**src/rtl/uart_bus_master.sv**
```systemverilog
// UART command bridge: 'W'/'R' frames on rx become single-cycle bus transactions.
// Read data or a 'K'/'?' acknowledgement is returned on tx.
`timescale 1ns/1ps
module uart_bus_master #(
  parameter int CLKS_PER_BIT = 434,
  parameter int TIMEOUT_BITS = 20,
  parameter int RD_LAT       = 1
) (
  input  logic        clk,
  input  logic        rst,
  input  logic        rx,
  output logic        tx,
  output logic        cs,
  output logic        we,
  output logic [31:0] addr,
  output logic [31:0] wdata,
  input  logic [31:0] rdata,
  output logic        busy
);

  localparam int CW = $clog2(CLKS_PER_BIT);
  localparam int TW = $clog2(TIMEOUT_BITS * CLKS_PER_BIT + 1);
  localparam int RW = (RD_LAT > 1) ? $clog2(RD_LAT) : 1;
  localparam logic [CW-1:0] BIT_END  = CW'(CLKS_PER_BIT - 1);
  localparam logic [CW-1:0] HALF_END = CW'(CLKS_PER_BIT / 2 - 1);
  localparam logic [TW-1:0] TMO_END  = TW'(TIMEOUT_BITS * CLKS_PER_BIT - 1);
  localparam logic [RW-1:0] RD_END   = RW'(RD_LAT - 1);

  typedef enum logic [1:0] {RX_IDLE, RX_START, RX_DATA, RX_STOP} rx_state_t;
  typedef enum logic [2:0] {S_IDLE, S_ADDR, S_DATA, S_WRITE, S_READ, S_RD_WAIT, S_RESP} state_t;

  logic            rx_meta_q, rx_sync_q, rx_prev_q;
  rx_state_t       rx_state_q, rx_state_d;
  logic [CW-1:0]   rx_cnt_q, rx_cnt_d;
  logic [2:0]      rx_bit_q, rx_bit_d;
  logic [7:0]      rx_sh_q, rx_sh_d;
  logic            byte_vld, frame_err;

  logic            tx_q, tx_act_q;
  logic [8:0]      tx_sh_q;
  logic [CW-1:0]   tx_cnt_q;
  logic [3:0]      tx_bit_q;
  logic            tx_done, tx_rdy, tx_load;
  logic [7:0]      tx_byte;

  state_t          state_q, state_d;
  logic            is_wr_q, is_wr_d;
  logic [1:0]      byte_cnt_q, byte_cnt_d;
  logic [31:0]     addr_q, addr_d, wdata_q, wdata_d, resp_q, resp_d;
  logic [2:0]      left_q, left_d;
  logic [TW-1:0]   tmo_q, tmo_d;
  logic [RW-1:0]   rd_cnt_q, rd_cnt_d;

  always_ff @(posedge clk or negedge rst) begin
    if (!rst) begin
      rx_meta_q  <= 1'b1;
      rx_sync_q  <= 1'b1;
      rx_prev_q  <= 1'b1;
      rx_state_q <= RX_IDLE;
      rx_cnt_q   <= '0;
      rx_bit_q   <= '0;
      rx_sh_q    <= '0;
    end else begin
      rx_meta_q  <= rx;
      rx_sync_q  <= rx_meta_q;
      rx_prev_q  <= rx_sync_q;
      rx_state_q <= rx_state_d;
      rx_cnt_q   <= rx_cnt_d;
      rx_bit_q   <= rx_bit_d;
      rx_sh_q    <= rx_sh_d;
    end
  end

  always_comb begin
    rx_state_d = rx_state_q;
    rx_cnt_d   = rx_cnt_q + 1'b1;
    rx_bit_d   = rx_bit_q;
    rx_sh_d    = rx_sh_q;
    byte_vld   = 1'b0;
    frame_err  = 1'b0;
    case (rx_state_q)
      RX_IDLE: begin
        rx_cnt_d = '0;
        if (rx_prev_q && !rx_sync_q) rx_state_d = RX_START;
      end
      RX_START: if (rx_cnt_q == HALF_END) begin
        // A line that is high again at mid start bit was only a glitch.
        rx_cnt_d   = '0;
        rx_bit_d   = '0;
        rx_state_d = rx_sync_q ? RX_IDLE : RX_DATA;
      end
      RX_DATA: if (rx_cnt_q == BIT_END) begin
        rx_cnt_d = '0;
        rx_sh_d  = {rx_sync_q, rx_sh_q[7:1]};
        rx_bit_d = rx_bit_q + 3'd1;
        if (rx_bit_q == 3'd7) rx_state_d = RX_STOP;
      end
      RX_STOP: if (rx_cnt_q == BIT_END) begin
        rx_state_d = RX_IDLE;
        byte_vld   = rx_sync_q;
        frame_err  = !rx_sync_q;
      end
      default: rx_state_d = RX_IDLE;
    endcase
  end

  // A new byte may load on the final stop-bit clock, so responses go out gap-free.
  assign tx_done = tx_act_q && (tx_cnt_q == BIT_END) && (tx_bit_q == 4'd9);
  assign tx_rdy  = !tx_act_q || tx_done;
  assign tx_byte = resp_q[31:24];

  always_ff @(posedge clk or negedge rst) begin
    if (!rst) begin
      tx_q     <= 1'b1;
      tx_act_q <= 1'b0;
      tx_sh_q  <= '1;
      tx_cnt_q <= '0;
      tx_bit_q <= '0;
    end else begin
      if (tx_act_q) begin
        if (tx_cnt_q == BIT_END) begin
          tx_cnt_q <= '0;
          if (tx_bit_q == 4'd9) begin
            tx_act_q <= 1'b0;
          end else begin
            tx_q     <= tx_sh_q[0];
            tx_sh_q  <= {1'b1, tx_sh_q[8:1]};
            tx_bit_q <= tx_bit_q + 4'd1;
          end
        end else begin
          tx_cnt_q <= tx_cnt_q + 1'b1;
        end
      end
      if (tx_load) begin
        tx_act_q <= 1'b1;
        tx_q     <= 1'b0;
        tx_sh_q  <= {1'b1, tx_byte};
        tx_cnt_q <= '0;
        tx_bit_q <= '0;
      end
    end
  end

  always_ff @(posedge clk or negedge rst) begin
    if (!rst) begin
      state_q    <= S_IDLE;
      is_wr_q    <= 1'b0;
      byte_cnt_q <= '0;
      addr_q     <= '0;
      wdata_q    <= '0;
      resp_q     <= '0;
      left_q     <= '0;
      tmo_q      <= '0;
      rd_cnt_q   <= '0;
    end else begin
      state_q    <= state_d;
      is_wr_q    <= is_wr_d;
      byte_cnt_q <= byte_cnt_d;
      addr_q     <= addr_d;
      wdata_q    <= wdata_d;
      resp_q     <= resp_d;
      left_q     <= left_d;
      tmo_q      <= tmo_d;
      rd_cnt_q   <= rd_cnt_d;
    end
  end

  always_comb begin
    state_d    = state_q;
    is_wr_d    = is_wr_q;
    byte_cnt_d = byte_cnt_q;
    addr_d     = addr_q;
    wdata_d    = wdata_q;
    resp_d     = resp_q;
    left_d     = left_q;
    tmo_d      = tmo_q;
    rd_cnt_d   = rd_cnt_q;
    tx_load    = 1'b0;
    case (state_q)
      S_IDLE: begin
        tmo_d      = '0;
        byte_cnt_d = '0;
        if (byte_vld) begin
          if (rx_sh_q == 8'h57 || rx_sh_q == 8'h52) begin
            is_wr_d = (rx_sh_q == 8'h57);
            state_d = S_ADDR;
          end else begin
            resp_d  = {8'h3F, 24'h0};
            left_d  = 3'd1;
            state_d = S_RESP;
          end
        end
      end
      S_ADDR, S_DATA: begin
        tmo_d = tmo_q + 1'b1;
        if (frame_err || tmo_q == TMO_END) begin
          state_d = S_IDLE;
        end else if (byte_vld) begin
          tmo_d      = '0;
          byte_cnt_d = byte_cnt_q + 2'd1;
          if (state_q == S_ADDR) addr_d  = {addr_q[23:0], rx_sh_q};
          else                   wdata_d = {wdata_q[23:0], rx_sh_q};
          if (byte_cnt_q == 2'd3) begin
            if (state_q == S_DATA) state_d = S_WRITE;
            else                   state_d = is_wr_q ? S_DATA : S_READ;
          end
        end
      end
      S_WRITE: begin
        resp_d  = {8'h4B, 24'h0};
        left_d  = 3'd1;
        state_d = S_RESP;
      end
      S_READ: begin
        rd_cnt_d = '0;
        state_d  = S_RD_WAIT;
      end
      S_RD_WAIT: begin
        rd_cnt_d = rd_cnt_q + 1'b1;
        if (rd_cnt_q == RD_END) begin
          resp_d  = rdata;
          left_d  = 3'd4;
          state_d = S_RESP;
        end
      end
      S_RESP: begin
        if (left_q != 3'd0 && tx_rdy) begin
          tx_load = 1'b1;
          resp_d  = {resp_q[23:0], 8'h00};
          left_d  = left_q - 3'd1;
        end else if (left_q == 3'd0 && tx_done) begin
          state_d = S_IDLE;
        end
      end
      default: state_d = S_IDLE;
    endcase
  end

  assign tx    = tx_q;
  assign cs    = (state_q == S_WRITE) || (state_q == S_READ);
  assign we    = (state_q == S_WRITE);
  assign addr  = addr_q;
  assign wdata = wdata_q;
  assign busy  = (state_q != S_IDLE);

endmodule

```
**config.mk**
```make
export PLATFORM = sky130hd
export DESIGN_NAME = uart_bus_master
export DESIGN_NICKNAME = d
export VERILOG_FILES = /design/src/rtl/uart_bus_master.sv
export SDC_FILE = /design/constraint.sdc
export NUM_CORES = 1
export LEC_CHECK = 0
export CELL_PAD_IN_SITES_DETAIL_PLACEMENT = 0
export CELL_PAD_IN_SITES_GLOBAL_PLACEMENT = 1
export CORE_MARGIN = 5
export CORE_UTILIZATION = 44
export CTS_BUF_LIST = sky130_fd_sc_hd__clkbuf_16
export DETAILED_ROUTE_END_ITERATION = 16
export MAX_ROUTING_LAYER = met4
export PLACE_DENSITY = 0.79
export RECOVER_POWER = 25
export SYNTH_ARGS = -nofsm -noshare
export SYNTH_HDL_FRONTEND = slang
export SYNTH_SLANG_ARGS = --single-unit
export TNS_END_PERCENT = 50
```
**constraint.sdc**
```tcl
create_clock -name clk -period 2.85 [get_ports clk]
set_input_delay 0.4275 -clock clk [delete_from_list [all_inputs] [get_ports clk]]
set_output_delay 0.4275 -clock clk [all_outputs]
set_load 0.02 [all_outputs]
```
==> Implementation_results.wiki, run 1 <==
{| class="wikitable"
! Metric !! Value
|-
| Run status || finished, violations left
|-
| Violations in the final reports || max-capacitance violations, max-slew violations
|-
| Slack of the worst reg-to-reg path || 0.24 ns
|-
| Worst reg2reg endpoint || byte_cnt_q[0]
|-
| Leading register cell type out of synthesis || dfrtp_1
|-
| Clock latency on the worst-skew pair || 0.43 ns
|-
| Share of the cycle needed by the critical path after routing || 92.7%
|-
| FF+latch area || 4220 µm²
|-
| Placer congestion estimate || 0.793
|-
| Cell area power density || 512 nW/µm²
|-
| Clock-pin slew reported for the worst setup and hold paths after clock tree synthesis || 0.06 ns
|-
| Mean instance size in the synthesized netlist || 11.7 µm²
|-
| Slew Limit Fails || 67
|-
| RSZ-0062 raised after global routing || false
|-
| Cell area after synthesis || 7750 µm²
|-
| Via density per instance || 5.40
|-
| Sequential cell area fraction in the yosys report || 54.5%
|-
| Highest attainable clock frequency || 0.378 GHz
|-
| Class of the worst hold path || flop to flop
|-
| Detailed-route via count || 5436
|-
| Number of endpoints failing setup at the final stage || 0
|-
| Global-route wire length before repair || 28000 µm
|-
| Highest net fanout along the worst path || 10
|-
| Critical path data required time || 2.42 ns
|-
| Final Hold Vio Count || 0
|-
| Filler Cell Count || 1452
|-
| Setup Total Neg Slack || 0 ns
|-
| Min-Delay Endpoint || rx_sync_q
|-
| Critical path capture point type || primary output
|-
| Site row count || 48
|-
| First DRT Iteration DRCs || 229
|-
| Drt total wl || 16400 µm
|-
| Routed wire length per instance || 16.3 µm
|-
| Area growth from synthesis to final layout || 24.8%
|-
| Post-detailed-route count of antenna-violating nets || 0
|-
| Count of input and output buffers || 102
|-
| Horizontal extent of the die || 143 µm
|-
| Diode count || 0
|-
| TritonCTS clock tree || yes
|-
| Count of unresolved DRC violations after routing || 0
|-
| Core Box Area || 17300 µm²
|-
| Proportion of layout cells with a drive suffix above 1 || 20.1%
|-
| Final core utilization || 55.9%
|-
| Minimum clock period after layout || 2.64 ns
|-
| Flops & latches, synth || 168
|-
| Area used by multi-input combinational logic || 3300 µm²
|-
| DIE HEIGHT || 143 µm
|-
| Total Die Area || 20400 µm²
|-
| VDD IR-drop max || 0.439 mV
|-
| Post-CTS Repair Setup Buffers || 0
|-
| Clock buffers created by TritonCTS || 17
|-
| Final HPWL from detailed placement || 11700 µm
|-
| Leakage power summed over all cells || 4.43 nW
|-
| Hold wc startpoint || rx_meta_q
|-
| Data arrival, critical path || 2.22 ns
|-
| Via count of the first global-routing pass || 5515
|-
| Final setup skew || 0.0100 ns
|-
| Count of max-cap constraint violations || 1
|-
| Final net count || 817
|-
| Post-cts repair resize count || 0
|-
| Leading cell type in the layout, fill and taps excluded || dfrtp_1
|-
| GRT Resource Usage Total || 17.5%
|-
| Synth warn || 0
|-
| Critical path launch point type || flop
|-
| Leading cell types in the layout, fill and taps excluded || dfrtp_1, clkdlybuf4s50_1, mux2_2
|-
| Max-slew headroom at the worst pin || -16.7%
|-
| Number of clock sinks || 168
|-
| GRT overflow || 0
|-
| Count of cell types in the netlist || 66
|-
| First-pass iteration count of the detailed router || 4
|-
| Maximum level of the CTS H-tree || 4
|-
| Number of enable-type register cells in the synthesized netlist || 0
|-
| Initial antenna violation count || 0
|-
| Post-synthesis net count || 709
|-
| Maximum number of pins on one net before global-route repair || 68
|-
| Starting utilization of the core area || 44.8%
|-
| Worst R2R Start || tmo_q[9]
|-
| Setup Crit Path Kind || flop to primary output
|-
| I/O pin cnt || 103
|-
| Number of cells produced by synthesis || 661
|-
| Transition time at the pin with the least slew margin || 1.75 ns
|-
| Clock tree root buffer cell || clkbuf_16
|-
| Reg2reg path depth || 5
|-
| Cell depth of the worst hold path || 0
|-
| Share of synthesized registers carrying an async set or reset || 100%
|-
| Quantity of hold-fixing buffers added after cts || 0
|-
| Number of buffers on the longest clock path || 2
|}
## where the power goes
part,switching [mW],internal (mW)
Clock,1.02,1.24
Sequential,0.0492,2.42
Combinational,0.112,0.104
## registers in the layout, indices dropped and copies added, names as in the netlist, 2 cells and up, named ones only
signal      flops
rx_bit_q        3
rx_sh_q         8
left_q          3
tmo_q          14
wdata          32
byte_cnt_q      2
tx_cnt_q        9
resp_q         32
addr           32
state_q         3
rx_cnt_q        9
tx_bit_q        4
tx_sh_q         8
## worst max-delay path by stage
stage | slack, ns | startpoint | end | cells after the start
global placement | 0.35 | tmo_q[9] | byte_cnt_q[0] | 5
global route | 0.09 | state_q[0] | cs | 4
detailed placement | 0.27 | tmo_q[9] | byte_cnt_q[0] | 5
floorplan | 0.46 | tx_cnt_q[2] | resp_q[13] | 6
finish | 0.21 | state_q[2] | cs | 4
CTS | 0.18 | state_q[2] | cs | 4
## cells by family after synthesis
group | after synthesis | share of synthesized area [%]
mux | 113 | 16.2
buf+inv | 52 | 2.96
flops | 168 | 54.5
fa+ha+maj | 13 | 2.10
xor+xnor | 20 | 2.26
simple gates | 178 | 11.9
compound gates | 117 | 10.1
## worst max-delay path: stages (launching register included)
cell	delay (ns)
dfrtp_1	0.47
inv_2	0.21
and3_1	0.33
o21bai_1	0.16
clkdlybuf4s50_1	0.63
## cell usage after synthesis (5+ instances only)
library cell | count | share of area [%]
buf_2 | 6 | 0.39
xnor2_1 | 9 | 1.0
nand4_1 | 11 | 0.89
nand2_1 | 54 | 2.6
dfstp_2 | 12 | 4.1
xor2_1 | 11 | 1.2
nand3_1 | 12 | 0.78
a31oi_1 | 11 | 0.89
o21ai_0 | 43 | 2.8
nand2b_1 | 5 | 0.40
mux2_2 | 80 | 12
ha_1 | 13 | 2.1
a22oi_1 | 5 | 0.48
mux2_1 | 18 | 2.6
mux2i_1 | 15 | 1.9
a21oi_1 | 18 | 1.2
and3_1 | 10 | 0.81
nor2_1 | 42 | 2.0
dfrtp_1 | 156 | 50
clkbuf_1 | 18 | 0.87
nor3_1 | 10 | 0.65
buf_4 | 7 | 0.68
nor2b_1 | 5 | 0.40
a22o_1 | 13 | 1.5
inv_1 | 20 | 0.97
## layout make-up
cell class | instances | share of cell area, %
clock buffers | 17 | 4.40
repair buffers | 120 | 12.4
well taps | 225 | 2.91
flip-flops and latches | 168 | 43.6
inverters | 21 | 0.815
clock inverters | 15 | 1.68
multi-input cells | 441 | 34.2
## stage by stage
stage | instances | setup slack [ns] | total power [mW] | cell area [µm²] | hold slack (ns)
2_1_floorplan | 661 | 0.459 | 2.60 | 7750 | 0.132
3_3_place_gp | 975 | 0.350 | 2.73 | 9090 | 0.348
3_5_place_dp | 975 | 0.272 | 2.74 | 9090 | 0.352
4_1_cts | 1007 | 0.179 | 5.02 | 9680 | 0.0189
5_1_grt | 1007 | 0.0883 | 5.15 | 9670 | 0.369
6_report | 1007 | 0.207 | 4.95 | 9670 | 0.366
## metal layers
layer  routed length [µm]  GRT usage, %  part of all wire (%)  up-vias
met3                  621          3.82                   3.8       14
met1                 7640          23.1                    46     2721
met4                  181          5.15                   1.1        0
met5                    0             -                     0        -
met2                 8000          27.4                    49       99
li1                     -             -                     -     2602
(Power assumes the default switching activity.)
==> inputs of run 2 (changes only) <==
Settings changed: CORE_MARGIN 5 to not set.
==> run 2 against run 1 <==
The flow still finishes with violations (max-capacitance violations, max-slew violations); worst hold slack got worse by 0.0031 ns; sequential power about the same; non-clock buffer count decreased by 2; clock-buffer cell count unchanged; combinational power decreased by 5%; via count decreased by 1.6%; die area decreased by 11%; critical path depth unchanged; largest power group unchanged.
==> Implementation_results.wiki, run 2 (synthesized netlist as in run 1, its figures left out) <==
{| class="wikitable"
! Metric !! Value
|-
| First DRT Iteration DRCs || 270 (+18%)
|-
| Critical path capture point type || primary output
|-
| Highest attainable clock frequency || 0.369 GHz (-2.4%)
|-
| Share of total power in combinational logic || 4.2% (-0.2 points)
|-
| Total Die Area || 18100 µm² (-11%)
|-
| Final core utilization || 55.9% (about the same)
|-
| Total met2 wirelength after detailed routing || 7540 µm (-5.7%)
|-
| Cell depth of the worst hold path || 0 (unchanged)
|-
| Area growth from synthesis to final layout || 24.4%
|-
| Worst hold slack after final layout || 0.363 ns (-0.00308 ns)
|-
| I/O pin cnt || 103 (unchanged)
|-
| Max-slew headroom at the worst pin || -7.36% (+9.4 points)
|-
| RSZ-0062 raised after global routing || false
|-
| Maximum level of the CTS H-tree || 4 (unchanged)
|-
| Post-route standard cell area excluding fillers || 9630 µm² (-0.36%)
|-
| Via count of the first global-routing pass || 5293 (-4.0%)
|-
| Diode count || 0 (unchanged)
|-
| Class of the worst hold path || flop to flop
|-
| Sw Share || 24.7% (+0.86 points)
|-
| Number of clock sinks || 168 (unchanged)
|-
| Leakage power summed over all cells || 4.42 nW (-0.28%)
|-
| Data arrival, critical path || 2.28 ns (+0.06 ns)
|-
| Pwr Total || 4.90 mW (-1.1%)
|-
| Proportion of layout cells with a drive suffix above 1 || 20.1% (+0.051 points)
|-
| Post-cts repair resize count || 0 (unchanged)
|-
| Filler Cell Count || 1445 (-0.48%)
|-
| Cell internal power dissipation || 3.69 mW (-2.2%)
|-
| Area used by multi-input combinational logic || 3300 µm² (unchanged)
|-
| VDD IR-drop max || 0.342 mV (-22%)
|-
| Maximum number of pins on one net before global-route repair || 74 (+8.8%)
|-
| Via density per instance || 5.32 (-1.4%)
|-
| Initial antenna violation count || 0 (unchanged)
|-
| DIE HEIGHT || 135 µm (-5.6%)
|-
| Top routing layer used || met4
|-
| Critical path launch point type || flop
|-
| Number of buffers on the longest clock path || 2 (unchanged)
|-
| Quantity of hold-fixing buffers added after cts || 0 (unchanged)
|-
| Violations in the final reports || max-capacitance violations, max-slew violations
|-
| Final WS setup || 0.143 ns (-0.0645 ns)
|-
| Clock-pin slew reported for the worst setup and hold paths after clock tree synthesis || 0.07 ns (about the same)
|-
| Count of input and output buffers || 102 (unchanged)
|-
| Reg2reg path depth || 5 (unchanged)
|-
| Clock tree root buffer cell || clkbuf_16
|-
| Post-CTS Repair Setup Buffers || 0 (unchanged)
|-
| Sequential power share || 50.4% (+0.5 points)
|-
| Final setup skew || 0.00748 ns (-0.00254 ns)
|-
| FF+latch area || 4220 µm² (unchanged)
|-
| Final Hold Vio Count || 0 (unchanged)
|-
| Post-detailed-route count of antenna-violating nets || 0 (unchanged)
|-
| TritonCTS clock tree || yes
|-
| Critical path data required time || 2.42 ns (about the same)
|-
| Transition time at the pin with the least slew margin || 1.61 ns (-0.141 ns)
|-
| Minimum clock period after layout || 2.71 ns (+0.0645 ns)
|-
| Run status || finished, violations left
|-
| Highest net fanout along the worst path || 13 (+3)
|-
| Wire length on met1 || 7550 µm (-1.2%)
|-
| Count of max-cap constraint violations || 1 (unchanged)
|-
| Non-filler cells, final || 1005 (-0.20%)
|-
| Slew Limit Fails || 65 (-3.0%)
|-
| Setup Crit Path Kind || flop to primary output
|-
| Leading cell type in the layout, fill and taps excluded || dfrtp_1
|-
| Final net count || 815 (-0.24%)
|-
| Clock network fraction of design power || 45.4% (-0.3 points)
|-
| Clock buffers created by TritonCTS || 17 (unchanged)
|-
| Final HPWL from detailed placement || 11100 µm (-5.2%)
|-
| Share of the cycle needed by the critical path after routing || 95.0% (+2.3 points)
|-
| Setup Total Neg Slack || 0 ns (unchanged)
|-
| Number of endpoints failing setup at the final stage || 0 (unchanged)
|-
| GRT Resource Usage Total || 19.0% (+1.5 points)
|-
| Placer congestion estimate || 0.872 (+10%)
|-
| Global-route wire length before repair || 26500 µm (-5.6%)
|-
| Core Box Area || 17200 µm² (-0.35%)
|-
| Horizontal extent of the die || 135 µm (-5.6%)
|-
| Worst setup timing slack at the placement stage || 0.321 ns (+0.0496 ns)
|-
| Total met3 wirelength after detailed routing || 471 µm (-24%)
|-
| Placed insts || 973 (-0.21%)
|-
| Leading cell types in the layout, fill and taps excluded || dfrtp_1, clkdlybuf4s50_1, mux2_2
|-
| Drt total wl || 15800 µm (-4.0%)
|-
| Site row count || 48 (unchanged)
|-
| Slack of the worst reg-to-reg path || 0.31 ns (+0.07 ns)
|-
| Detailed-route via count || 5347 (-1.6%)
|-
| First-pass iteration count of the detailed router || 4 (unchanged)
|-
| Cell area power density || 509 nW/µm² (-0.69%)
|-
| Clock latency on the worst-skew pair || 0.43 ns (about the same)
|-
| Post-placement cell area || 9070 µm² (-0.17%)
|-
| Routed wire length per instance || 15.7 µm (-3.8%)
|-
| GRT overflow || 0 (unchanged)
|-
| Switching power || 1.21 mW (+2.5%)
|-
| Starting utilization of the core area || 44.9% (+0.16 points)
|-
| Count of unresolved DRC violations after routing || 0 (unchanged)
|}
-- run 2: cell types whose count changed in the layout (fill, tap and decap cells not counted), sizes merged --
cell,change
clkinv,+1
bufinv,-1
clkinvlp,-1
inv,+1
buf,-2
-- run 2: final timing paths --
check / start / to
worst max-delay path: state_q[2] / cs
worst min register to register: rx_meta_q / rx_sync_q
min in group asynchronous: rst / tx_bit_q[0]
max in group asynchronous: rst / rx_sh_q[0]
worst min-delay path: rx_meta_q / rx_sync_q
worst max register to register: tmo_q[4] / wdata[29]
-- run 2: power groups by stage --
stage | logic [mW] | registers, mW | clock network [mW]
3_5_place_dp | 0.215 | 2.52 | 0
4_1_cts | 0.216 | 2.47 | 2.29
3_3_place_gp | 0.210 | 2.51 | 0
5_1_grt | 0.234 | 2.48 | 2.39
6_report | 0.205 | 2.47 | 2.22
2_1_floorplan | 0.0988 | 2.50 | 0
-- run 2: area by class of cell --
| class | count | area share (%) |
|---|---|---|
| multi-input cells | 441 | 34.3 |
| clock buffers | 17 | 4.42 |
| flip-flops and latches | 168 | 43.8 |
| well taps | 225 | 2.92 |
| repair buffers | 118 | 12.2 |
| inverters | 21 | 0.818 |
| clock inverters | 15 | 1.57 |
-- run 2: layer usage --
metal / vias to the layer above / track usage, %
li1: 2586 / -
met1: 2649 / 25.8
met2: 96 / 28.5
met3: 16 / 3.72
met4: 0 / 6.55
met5: - / -
-- run 2: worst max-delay path, stage by stage, from the launching register on --
cell and delay (ns):
dfrtp_1 0.52, inv_2 0.23, and3_1 0.31, o21bai_1 0.15, clkdlybuf4s50_1 0.64
